`config.mk`:
```
export PLATFORM = sky130hd
export DESIGN_NAME = hex_scan4
export DESIGN_NICKNAME = d
export VERILOG_FILES = /design/src/rtl/hex_scan4.sv
export SDC_FILE = /design/constraint.sdc
export NUM_CORES = 1
export LEC_CHECK = 0
export ABC_AREA = 1
export CAP_MARGIN = 10
export CORE_AREA = 5 5 70 119
export CTS_CLUSTER_SIZE = 25
export DETAILED_ROUTE_END_ITERATION = 8
export DIE_AREA = 0 0 75 124
export PLACE_DENSITY = 0.55
export SETUP_SLACK_MARGIN = 0.1
export SLEW_MARGIN = 40
export SYNTH_ARGS = -nofsm -noshare
export SYNTH_HDL_FRONTEND = slang
export SYNTH_SLANG_ARGS = --single-unit
```
`constraint.sdc`:
```
create_clock -name clk -period 2.25 [get_ports clk]
set_input_delay 0.45 -clock clk [delete_from_list [all_inputs] [get_ports clk]]
set_output_delay 0.45 -clock clk [all_outputs]
set_load 0.05 [all_outputs]
```
`src/rtl/hex_scan4.sv`:
```
// Four-digit multiplexed seven-segment scanner: shadows a 16-bit value, walks the
// digits at REFRESH_DIV cycles per slot, and inserts one dark guard cycle per slot.
module hex_scan4 #(
    parameter int REFRESH_DIV = 50000
) (
    input  logic        clk,
    input  logic        rst,
    input  logic        load,
    input  logic [15:0] value,
    input  logic        lz_blank,
    input  logic [3:0]  dp_in,
    output logic [3:0]  num,
    output logic [3:0]  an,
    output logic        dp
);

    localparam logic [15:0] LAST = 16'(REFRESH_DIV - 1);

    logic [15:0] shadow;
    logic [15:0] pcnt;
    logic [1:0]  idx;

    logic        tc;
    logic        blk;
    logic [3:0]  nib;
    logic [3:0]  anlit;

    // Digit selection and leading-zero blanking for the current slot; digit 0 always shows.
    always_comb begin
        tc    = (pcnt == LAST);
        nib   = 4'h0;
        blk   = 1'b0;
        anlit = 4'b1111;
        case (idx)
            2'd0: begin
                nib   = shadow[3:0];
                blk   = 1'b0;
                anlit = 4'b1110;
            end
            2'd1: begin
                nib   = shadow[7:4];
                blk   = lz_blank && (shadow[15:4] == 12'h000);
                anlit = 4'b1101;
            end
            2'd2: begin
                nib   = shadow[11:8];
                blk   = lz_blank && (shadow[15:8] == 8'h00);
                anlit = 4'b1011;
            end
            default: begin
                nib   = shadow[15:12];
                blk   = lz_blank && (shadow[15:12] == 4'h0);
                anlit = 4'b0111;
            end
        endcase
    end

    always_ff @(posedge clk or posedge rst) begin
        if (rst) begin
            shadow <= 16'h0000;
        end else if (load) begin
            shadow <= value;
        end
    end

    always_ff @(posedge clk or posedge rst) begin
        if (rst) begin
            pcnt <= 16'h0000;
            idx  <= 2'd0;
        end else if (tc) begin
            pcnt <= 16'h0000;
            idx  <= idx + 2'd1;
        end else begin
            pcnt <= pcnt + 16'h0001;
        end
    end

    // The terminal-count cycle is the guard: anodes off while the index advances.
    always_ff @(posedge clk or posedge rst) begin
        if (rst) begin
            num <= 4'h0;
            an  <= 4'b1111;
            dp  <= 1'b1;
        end else begin
            num <= nib;
            if (tc || blk) begin
                an <= 4'b1111;
                dp <= 1'b1;
            end else begin
                an <= anlit;
                dp <= ~dp_in[idx];
            end
        end
    end

endmodule

```
==> run summary, run 1 <==
The later pin in the worst-skew pair is clocked with a latency of 0.29 ns. Summed over all nets, the switching power comes to 0.0003967 W. Top flip-flop cell by instance count after synthesis: sky130_fd_sc_hd__dfrtp_1. The slowest stage of the critical path belongs to the cell sky130_fd_sc_hd__clkdlybuf4s50_1.

Synthesis produced a netlist with a net count of 270. Gate family responsible for the most delay along the worst path: buffers and inverters. The number of nets with antenna violations after routing came out at 0.

After synthesis the netlist holds a flip-flop and latch count of 43. The die covers 0.009300 mm2. The worst register-to-register path begins at idx[1].

Setup repair after global routing left no endpoint under its margin. Wires add up to 4722 um. The flow ran to the end, and the final reports show no timing, DRC or antenna violations.

Setup slack on the worst reg-to-reg path comes out at 0.70 ns. Buffers placed on the I/O ports in this run total 32. Measured in cells, the most critical reg-to-reg path has a length of 10. The first detailed-routing pass took 5 iterations. After detailed routing, the number of remaining DRC violations is 0.

The source of the worst hold timing path was shadow[12]. The tools report the distinct cell type count of the synthesized netlist as 26. The maximum net fanout on the critical path was 1.

Sorting the synthesized cells by area gives the leading types as sky130_fd_sc_hd__dfrtp_1, sky130_fd_sc_hd__nand2_1, sky130_fd_sc_hd__dfstp_2. The floorplan die width works out to 75 um. For the post-synthesis instance total, the log shows 240. Buffers inserted to repair hold after CTS numbered 0. For the worst setup path, the data arrival time is 1.59 ns. Final period utilization: 90.85%. Of the total power, the share spent switching nets is 23.50%. The tools report the initial antenna violation count as 0. Counting instances in the post-synthesis netlist gives the leading cell types as sky130_fd_sc_hd__nand2_1, sky130_fd_sc_hd__dfrtp_1, sky130_fd_sc_hd__inv_1. The global-route wire length before repair was 7969 um. The worst setup path is launched from a flip-flop. Sequential cells account for 48.9% of the total power. Counting flops with a built-in enable in the synthesized netlist gives 0. After detailed routing, the average wire length per cell comes to 13.01 um. The portion of total power attributed to combinational logic came out at 9.2%. The net count of the finished layout is 306. The critical path data required time is 1.80 ns, and the largest net degree at the start of global routing is 44. The area of the core region was 0.007233 mm2. The tools report the diode insertion count for antenna repair as 0.

TritonCTS built the clock tree. The portion of the post-synthesis area used by sequential elements is 51.34%. The initial utilization of the core area, before any placement, comes to 29.15%. Routability-driven placement finished with a final weighted congestion of 0.8962.

In this run the clock root is driven by a sky130_fd_sc_hd__clkbuf_16. The number of buffers inserted during clock tree synthesis is 5, and the buffer levels on the longest clock path is 2. For this design the top-level I/O count stands at 33.

Minimum clock period: 2.044 ns. The dominant cell type by area after synthesis is sky130_fd_sc_hd__dfrtp_1. Derived from the worst setup path, the maximum achievable clock frequency is 489.2 MHz. For the internal power summed over all cells, the log shows 0.001292 W. Clock skew on the completed layout was measured at 0.008498 ns. Setup violations remaining at the end of the flow were counted as 0.

The count of final max-slew check failures came out at 0. The via count of the first global-routing pass is 1711. The cell area that synthesis handed to floorplanning was 0.002108 mm2. The ratio of routed vias to standard cells came out at 4.466.

The detailed router finished its first iteration with 40 violations. In this run, post-CTS repair resized a total of 0 instances. In this run the tightest slew margin relative to its limit is 62.75%. The portion of total power attributed to the clock network is 41.9%, and the average cell area after synthesis is 8.784 um2.

The critical path is of the reg2out type. The run gives 0.0005323 V as the maximum vdd ir drop. In the global route stage, overall resource usage came out at 11.56%. For this run, the slowest stage of the critical path takes 0.79 ns. After the flow finishes, the layout carries non-filler instances totaling 363. Traced cell by cell, the critical path runs through clkdlybuf4s50_1. The most instantiated library cell after synthesis was sky130_fd_sc_hd__nand2_1.

The run gives 355 as the cell count after placement. The post-route netlist has 12.64% of its cells at a drive strength greater than 1. The worst hold path terminates at num[0]. Row count: 41. The async set-reset flop share out of synthesis was 100.0%. The run gives 2 as the depth of the CTS H-tree.

The tightest min-delay check is of the reg2reg type. Along the worst hold path, the cell count comes to 2. The number of buffer and inverter instances along the worst setup path was 1. Once the clock tree was built, the setup fixing pass inserted 0 buffers.

Adding up every negative setup slack in the final design gives 0 ns. The leftover overflow at the end of global routing is 0. Max-cap violations in this run came to 0. STA classifies the critical path endpoint as a primary output.

The tree built by TritonCTS fans out to 43 sinks. The logs give 0 for the count of endpoints failing hold in the final timing report and 1621 for the count of vias placed by the detailed router. At the pin with the least slew margin, the transition time is 0.5588 ns. The tools report the capturing point of the worst reg2reg path as dp.

The yosys synthesis warning count came out at 0. Summed over all nets, the half-perimeter wirelength after detailed placement is 3634 um. The area growth from synthesis to layout is 26.41%. The clock-pin slew reported for the worst setup and hold paths after clock tree synthesis is 0.07 ns. For this design the ratio of total power to cell area is 633.5 mW/mm2. From bottom edge to top edge, the die measures 124 um. The analysis attributes to cell leakage a power of 1.219 nW. The top cell type by area accounts for 45.10% of the synthesized area.
how the worst max path moves through the flow:
stage,start,to,slack [ns],cells past startpoint
floorplan,rst,idx[0],0.81,1
global placement,an[0],an[0],0.51,1
detailed placement,an[3],an[3],0.50,1
CTS,an[0],an[0],0.19,1
global route,an[0],an[0],0.17,1
finish,an[0],an[0],0.21,1
cell usage in the layout (no fill, tap or decap), drive strengths merged:
| cell | instances |
|---|---|
| clkinv | 3 |
| xor2 | 11 |
| and2 | 1 |
| o22ai | 5 |
| o21ai | 17 |
| ha | 6 |
| clkbuf | 6 |
| dfrtp | 38 |
| nand3 | 18 |
| and3 | 1 |
| nor2 | 32 |
| clkinvlp | 1 |
| a21oi | 6 |
| mux2 | 5 |
| clkdlybuf4s50 | 32 |
| nand2 | 44 |
| nor3 | 4 |
| nand4 | 3 |
| inv | 37 |
| dfstp | 5 |
| buf | 2 |
registers in the layout (all words and copies together), names as in the netlist:
name    count
num         4
pcnt       16
idx         2
an          4
shadow     16
dp          1
layer usage:
layer / GRT usage [%] / up-vias / routed length, um
li1: - / 823 / -
met1: 11.94 / 736 / 1739
met2: 20.09 / 48 / 2493
met3: 3.312 / 14 / 257
met4: 6.793 / 0 / 232
met5: 0 / - / 0
logic make-up after synthesis:
family | count (synthesis) | share of synthesized area (%)
and+or+nand+nor | 103 | 22.67
buffers and inverters | 44 | 8.249
DFF | 43 | 51.34
AOI/OAI and AO/OA | 28 | 6.944
xor gates and xnor gates | 11 | 4.570
adders and majority gates | 6 | 3.561
muxes | 5 | 2.670
layout make-up:
class / count / area [um2]
clock buffers: 6 / 128.9
inverters: 39 / 146.4
fillers: 741 / 4568
clock inverters: 2 / 12.51
repair buffers: 34 / 335.3
flip-flops and latches: 43 / 1082
well taps: 86 / 107.6
multi-input cells: 153 / 852.1
stage by stage:
stage               util [%]  cell area (um2)  worst slack, ns  hold WS [ns]   power, W
detailed placement     34.89             2524           0.5039        0.4858  0.0009978
global route           36.84             2665           0.1701        0.5337   0.001768
floorplan                  -             2108           0.8056        0.4497  0.0009207
finish                 36.84             2665           0.2059        0.4800   0.001688
global placement       34.89             2524           0.5107        0.4663  0.0009968
CTS                    36.84             2665           0.1860        0.4790   0.001725
power groups by stage:
stage	clock network (W)	registers (W)	logic, W
6_report	0.000708	0.000825	0.000156
5_1_grt	0.000766	0.000828	0.000173
4_1_cts	0.000741	0.000825	0.000160
3_5_place_dp	0	0.000838	0.000159
3_3_place_gp	0	0.000839	0.000158
2_1_floorplan	0	0.000864	0.0000566
Note: power is estimated with default switching activity, not from simulation.
==> run 2, diff against run 1 <==
- CORE_AREA: 5 5 70 119 -> 5 5 61 103
- DIE_AREA: 0 0 75 124 -> 0 0 66 108
- PLACE_DENSITY: 0.55 -> 0.68
==> run summary, run 2 (same netlist as run 1, synthesis figures left out) <==
The run finished with clean final reports. Headroom to the max-slew limit came out at 64.08%. Of the cells placed in the final design, the portion with a size suffix greater than 1 is 13.00%.

The tools report the root buffer cell as sky130_fd_sc_hd__clkbuf_8. For the pin with the worst max-slew slack, the measured transition is 0.5388 ns. The tools report the diode insertion count for antenna repair as 0.

The maximum net fanout on the critical path was 1. The accumulated negative setup slack is 0 ns, and the post-route cell area is 0.002645 mm2. Wires add up to 4357 um. For the max-cap violation count, the log shows 0. The signal on the critical path passes through clkdlybuf4s50_1. The logs give 0 for the post-CTS repair timing setup buffer count and 0.4971 ns for the pre-CTS setup slack. The internal power of the cells totals 0.001323 W. The tools report the HPWL reported at the end of detailed placement as 3318 um. The path class of the tightest hold or removal check is reg2reg. The post-detailed-route wirelength per cell came out at 12.41 um.

The gate family responsible for the most delay along the worst path was buffers and inverters. The initial detailed-routing violation count is 31, and the post-cts repair resize count is 0. The number of detailed-routing iterations run before antenna repair was 4.

For this design the top-level I/O count stands at 33. After floorplanning, the core was divided into 35 placement rows. The count of endpoints failing hold in the final timing report was 0; the portion of total power attributed to the clock network was 42.0%. The filler cells instantiated in the layout total 524. For the number of non-filler instances in the completed layout, the log shows 351.

In the layout the commonest cells are sky130_fd_sc_hd__nand2_1, sky130_fd_sc_hd__dfrtp_1, sky130_fd_sc_hd__inv_1. In this run the deepest clock path goes through 2 buffers. Data on the critical path is required at its endpoint by 1.80 ns.

Timing would allow up to 483.8 MHz. Global routing used 13.27% of the available tracks across all layers. Area overhead of the layout relative to synthesis: 25.46%.

TritonCTS built the clock tree. Summed over all layers, the global routing overflow is 0. The tools report the maximum vdd ir drop as 0.0004110 V. The DRC violation count after routing is 0.

At the later pin of the worst-skew pair, clock insertion delay measures 0.30 ns. The count of vias placed by the detailed router is 1599. The number of buffer and inverter instances along the worst setup path is 1, and the cell count after placement is 343.

The run gives 0 as the initial antenna violation count. Die outline height: 108 um. The number of buffers inserted during clock tree synthesis is 5. The largest individual stage delay along the critical path comes from the cell sky130_fd_sc_hd__clkdlybuf4s50_1. In this run the standard cell core region covers 0.005299 mm2.

For the final number of setup-violating endpoints, the log shows 0. In the final layout, the registers with the most flip-flops are pcnt (16), shadow (16). Clock-pin slew reported for the worst setup and hold paths after clock tree synthesis: 0.09 ns. The die covers 0.007128 mm2. The logs give 1713 for the via count of the first global-routing pass and 0.1831 ns for the smallest setup slack after layout. The analysis attributes to net switching a power of 0.0003650 W.

At the end of routability-driven placement, the weighted congestion stood at 0.8560. Once the floorplan was initialized, standard cells occupied 39.79% of the core. The die is 66 um wide. In the finished design, the share of the clock period the worst path needs comes to 91.86%. The largest single stage delay on the critical path is 0.79 ns. Subtracting the final worst setup slack from the clock period gives 2.067 ns. The number of nets with antenna violations after routing was 0. STA classifies the critical path endpoint as a primary output. The net count reported at finish came out at 306. In the final layout, flip-flops and latches occupy 0.001082 mm2. The count of port buffers added during placement came out at 32.

The ratio of routed vias to standard cells was 4.556; the power density relative to cell area was 638.2 mW/mm2. The first global-routing pass estimated 7293 um of wire. The logs give 9.2% for the portion of total power attributed to combinational logic and 0 for the count of final max-slew check failures. The H-tree generated during clock tree synthesis spans 2 levels.

The net switching fraction of the power works out to 21.62%. The clock sink count was 43. The library cell used most frequently in the layout, excluding fill and tap cells, is sky130_fd_sc_hd__nand2_1. Entering global routing, the biggest net connects 44 pins. The run gives 1.220 nW as the static leakage. The worst setup path is launched from a flip-flop. The design draws 0.001688 W. The tools report the multi-input logic area as 852.1 um2. In this run, post-CTS hold repair placed 0 buffers.

Setup repair after global routing left no endpoint under its margin. The path type of the worst setup path is reg2out. The power share of the sequential group is 48.8%, and the cell area reported after detailed placement is 0.002509 mm2.

Across all register-to-register paths, the minimum setup slack is 0.74 ns. For the worst setup path, the data arrival time is 1.62 ns. For the worst clock skew, the log shows 0.01082 ns.
[run 2: metrics by stage]
stage,util (%),hold slack (ns)
after floorplan,-,0.4497
after global placement,47.34,0.4626
after detailed placement,47.34,0.4701
after CTS,49.92,0.5051
after global routing,49.92,0.5235
final,49.92,0.5030
[run 2: layout make-up]
class | count | area share [%]
Sequential cell | 43 | 40.92
Multi-Input combinational cell | 153 | 32.21
Timing Repair Buffer | 34 | 12.68
Inverter | 39 | 5.535
Tap cell | 74 | 3.500
Clock buffer | 5 | 2.602
Clock inverter | 3 | 2.554
[run 2: worst register-to-register path, stage by stage (launching register included)]
cell                      delay [ns]
sky130_fd_sc_hd__dfrtp_1        0.45
sky130_fd_sc_hd__inv_1          0.18
sky130_fd_sc_hd__ha_1           0.22
sky130_fd_sc_hd__inv_1          0.10
sky130_fd_sc_hd__o22ai_1        0.21
sky130_fd_sc_hd__a21oi_1        0.08
sky130_fd_sc_hd__o21ai_0        0.19
[run 2: power by group through the flow]
stage / clock [W] / combinational [W] / sequential (W)
after CTS: 0.000731 / 0.000159 / 0.000823
final: 0.000709 / 0.000156 / 0.000824
after detailed placement: 0 / 0.000159 / 0.000838
after floorplan: 0 / 0.0000566 / 0.000864
after global routing: 0.000756 / 0.000172 / 0.000827
after global placement: 0 / 0.000158 / 0.000837
[run 2: final timing paths]
| kind | start | endpoint | depth (start not counted) |
|---|---|---|---|
| setup / recovery | an[0] | an[0] | 1 |
| hold / removal | pcnt[0] | pcnt[0] | 1 |
| setup reg to reg | idx[0] | num[0] | 6 |
| hold reg to reg | pcnt[0] | pcnt[0] | 1 |
| max in group asynchronous | rst | an[1] | 3 |
| min in group asynchronous | rst | pcnt[1] | 3 |
[run 2: per-layer routing]
metal / vias up / part of all wire [%] / track usage, %
li1: 819 / - / -
met1: 735 / 38 / 13.93
met2: 33 / 55 / 24.48
met3: 12 / 3.9 / 2.911
met4: 0 / 2.6 / 6.105
met5: - / 0 / 0
==> run 3, diff against run 2 <==
- CORE_AREA: 5 5 61 103 -> 5 5 61 105
- DIE_AREA: 0 0 66 108 -> 0 0 66 110
- PLACE_DENSITY: 0.68 -> 0.67
==> run summary, run 3 (same netlist as run 1, synthesis figures left out) <==
The run finished with clean final reports. The run gives 24.34% as the routing usage on met2. Data on the critical path is required at its endpoint by 1.80 ns. After detailed routing, the average wire length per cell comes to 12.01 um. The count of vias placed by the detailed router came out at 1601. The worst path needs 2.047 ns of the cycle, external delays included. The largest stage delay on the critical path came out at 0.79 ns. Buffers inserted during clock tree synthesis total 5. The type of the worst min-delay path was reg2reg. The die outline height was 110 um.

The tools report the net switching power as 0.0003584 W. The run gives 0 as the diode insertion count for antenna repair. The path type of the worst setup path is reg2out. The initial antenna violation count came out at 0.

Register-to-register setup slack: 0.70 ns. The first routing iteration left 24 violations. The floorplan die area is 0.007260 mm2. The total track usage was 12.86%. The die is 66 um wide.

After floorplanning, the core was sized to cover 0.005450 mm2. met2 is the most crowded layer. The number of logic stages on the critical path including buffering is 1. The critical path goes through clkdlybuf4s50_1. The clock-pin slew reported for the worst setup and hold paths after clock tree synthesis was 0.08 ns; the DRC violation count after routing was 0. The total overflow left after global routing is 0. In this run switching power makes up 22.42% of total power. Portion of total power attributed to the clock network: 38.8%. The via count of the first global-routing pass is 1613, and the logic depth of the worst register-to-register path is 6. Derived from the worst setup path, the maximum achievable clock frequency is 488.6 MHz.

The number of buffer and inverter instances along the worst setup path is 1. STA classifies the critical path startpoint as a flip-flop. The slowest stage of the critical path belongs to the cell sky130_fd_sc_hd__clkdlybuf4s50_1. The maximum net fanout on the critical path is 1.

The largest registers in the layout are pcnt (16), shadow (16). The routed design has 4241 um of wire. The area overhead of the layout relative to synthesis works out to 24.69%. The count of final max-slew check failures was 0; the power share of the sequential group was 51.5%. Across the VDD grid, the largest voltage drop is 0.0003307 V. The most common cell after layout, fill and taps aside is sky130_fd_sc_hd__nand2_1. Root buffer cell: sky130_fd_sc_hd__clkbuf_8.

The max-cap violation count came out at 0. For the pin with the worst max-slew slack, the measured transition is 0.5293 ns. For the met3 demand-to-capacity share in global routing, the log shows 2.535%. Leaving out fill and tap cells, the most frequent cells in the layout are sky130_fd_sc_hd__nand2_1, sky130_fd_sc_hd__dfrtp_1, sky130_fd_sc_hd__inv_1. Along the worst hold path, the cell count comes to 2. Headroom to the max-slew limit came out at 64.71%.

The number of gates resized after CTS was 0. The longest clock path from root to sink contains 2 buffers. Using the TritonRoute via totals, the vias-per-cell ratio works out to 4.535. The run gives 33 as the number of I/O pins.

Before antenna repair, the detailed router went through 4 iterations. Power spread over the standard cell area amounts to 608.0 mW/mm2. Once the floorplan was initialized, standard cells occupied 38.68% of the core. Row count: 36. STA puts the critical path data arrival time at 1.60 ns. The fraction of met1 tracks used by global routing is 13.10%, and the internal power summed over all cells is 0.001240 W. The post-cts hold buffer count was 0; the number of nets with antenna violations after routing was 0. The logs give 0.29 ns for the clock latency reported for the late side of the worst-skew pair and 43 for the clock sink count. The count of endpoints failing hold in the final timing report came out at 0. The kind of capture point of the worst setup path is a primary output. TritonCTS built the clock tree.

Entering global routing, the biggest net connects 44 pins. In this run the post-CTS setup repair buffer count came out at 0. Summed over all cells, the static leakage comes to 1.217 nW.

For the depth of the CTS H-tree, the log shows 2. The tools report the accumulated negative setup slack as 0 ns. The first global-routing pass estimated 7079 um of wire. Once layout is complete, the utilization of the core stands at 48.23%.

Routability-driven placement congestion ratio: 0.8961. After the last flow step, the layout net total stands at 306. The tools report the final number of setup-violating endpoints as 0. Detailed placement ended at an HPWL of 3297 um. Grouping stages by cell kind, the critical path spends the most delay in buffers and inverters. Of the cells placed in the final design, the portion with a size suffix greater than 1 is 13.00%.

Final period utilization: 90.96%. The run gives 9.7% as the portion of total power attributed to combinational logic. Setup repair after global routing left no endpoint under its margin. The clock arrives with 0.007593 ns of skew. During placement, the flow inserted port buffers numbering 32.
## run 3: changes by cell type in the layout (fill, tap and decap cells not counted)
cell                         change
sky130_fd_sc_hd__clkbuf_8        +1
sky130_fd_sc_hd__clkinvlp_4      -1
sky130_fd_sc_hd__bufinv_16       -1
sky130_fd_sc_hd__clkinv_2        +1
## run 3: final timing paths
path                                  from       to
worst min-delay path            shadow[12]   num[0]
worst max-delay path                 an[0]    an[0]
min in group asynchronous              rst  pcnt[9]
max in group asynchronous              rst       dp
worst min register to register  shadow[12]   num[0]
worst max register to register      idx[0]   num[2]
## run 3: power by group through the flow
stage	combinational [W]	clock, W	sequential, W
after floorplan	0.0000566	0	0.000864
after global placement	0.000157	0	0.000837
after detailed placement	0.000158	0	0.000838
after CTS	0.000159	0.000640	0.000823
after global routing	0.000171	0.000660	0.000827
final	0.000155	0.000620	0.000823
## run 3: metrics by stage
stage          hold slack, ns  cells  total power (W)  setup WS [ns]  area [um2]
2_1_floorplan          0.4497    240        0.0009207         0.8056        2108
3_3_place_gp           0.4684    345        0.0009947         0.5119        2511
3_5_place_dp           0.4819    345        0.0009964         0.5088        2511
4_1_cts                0.4984    353         0.001622         0.1806        2629
5_1_grt                0.5115    353         0.001658         0.1596        2629
6_report               0.4903    353         0.001598         0.2033        2629
## run 3: final cells by class
type	count	area, um2
Sequential cell	43	1082
Tap cell	76	95.09
Timing Repair Buffer	34	335.3
Multi-Input combinational cell	153	852.1
Fill cell	519	2821
Inverter	39	146.4
Clock buffer	6	82.58
Clock inverter	2	35.03
## run 3: metal layers
metal	wire [um]	part of all wire (%)
met4	85	2.0
met1	1614	38
met2	2407	57
met5	0	0
met3	134	3.2
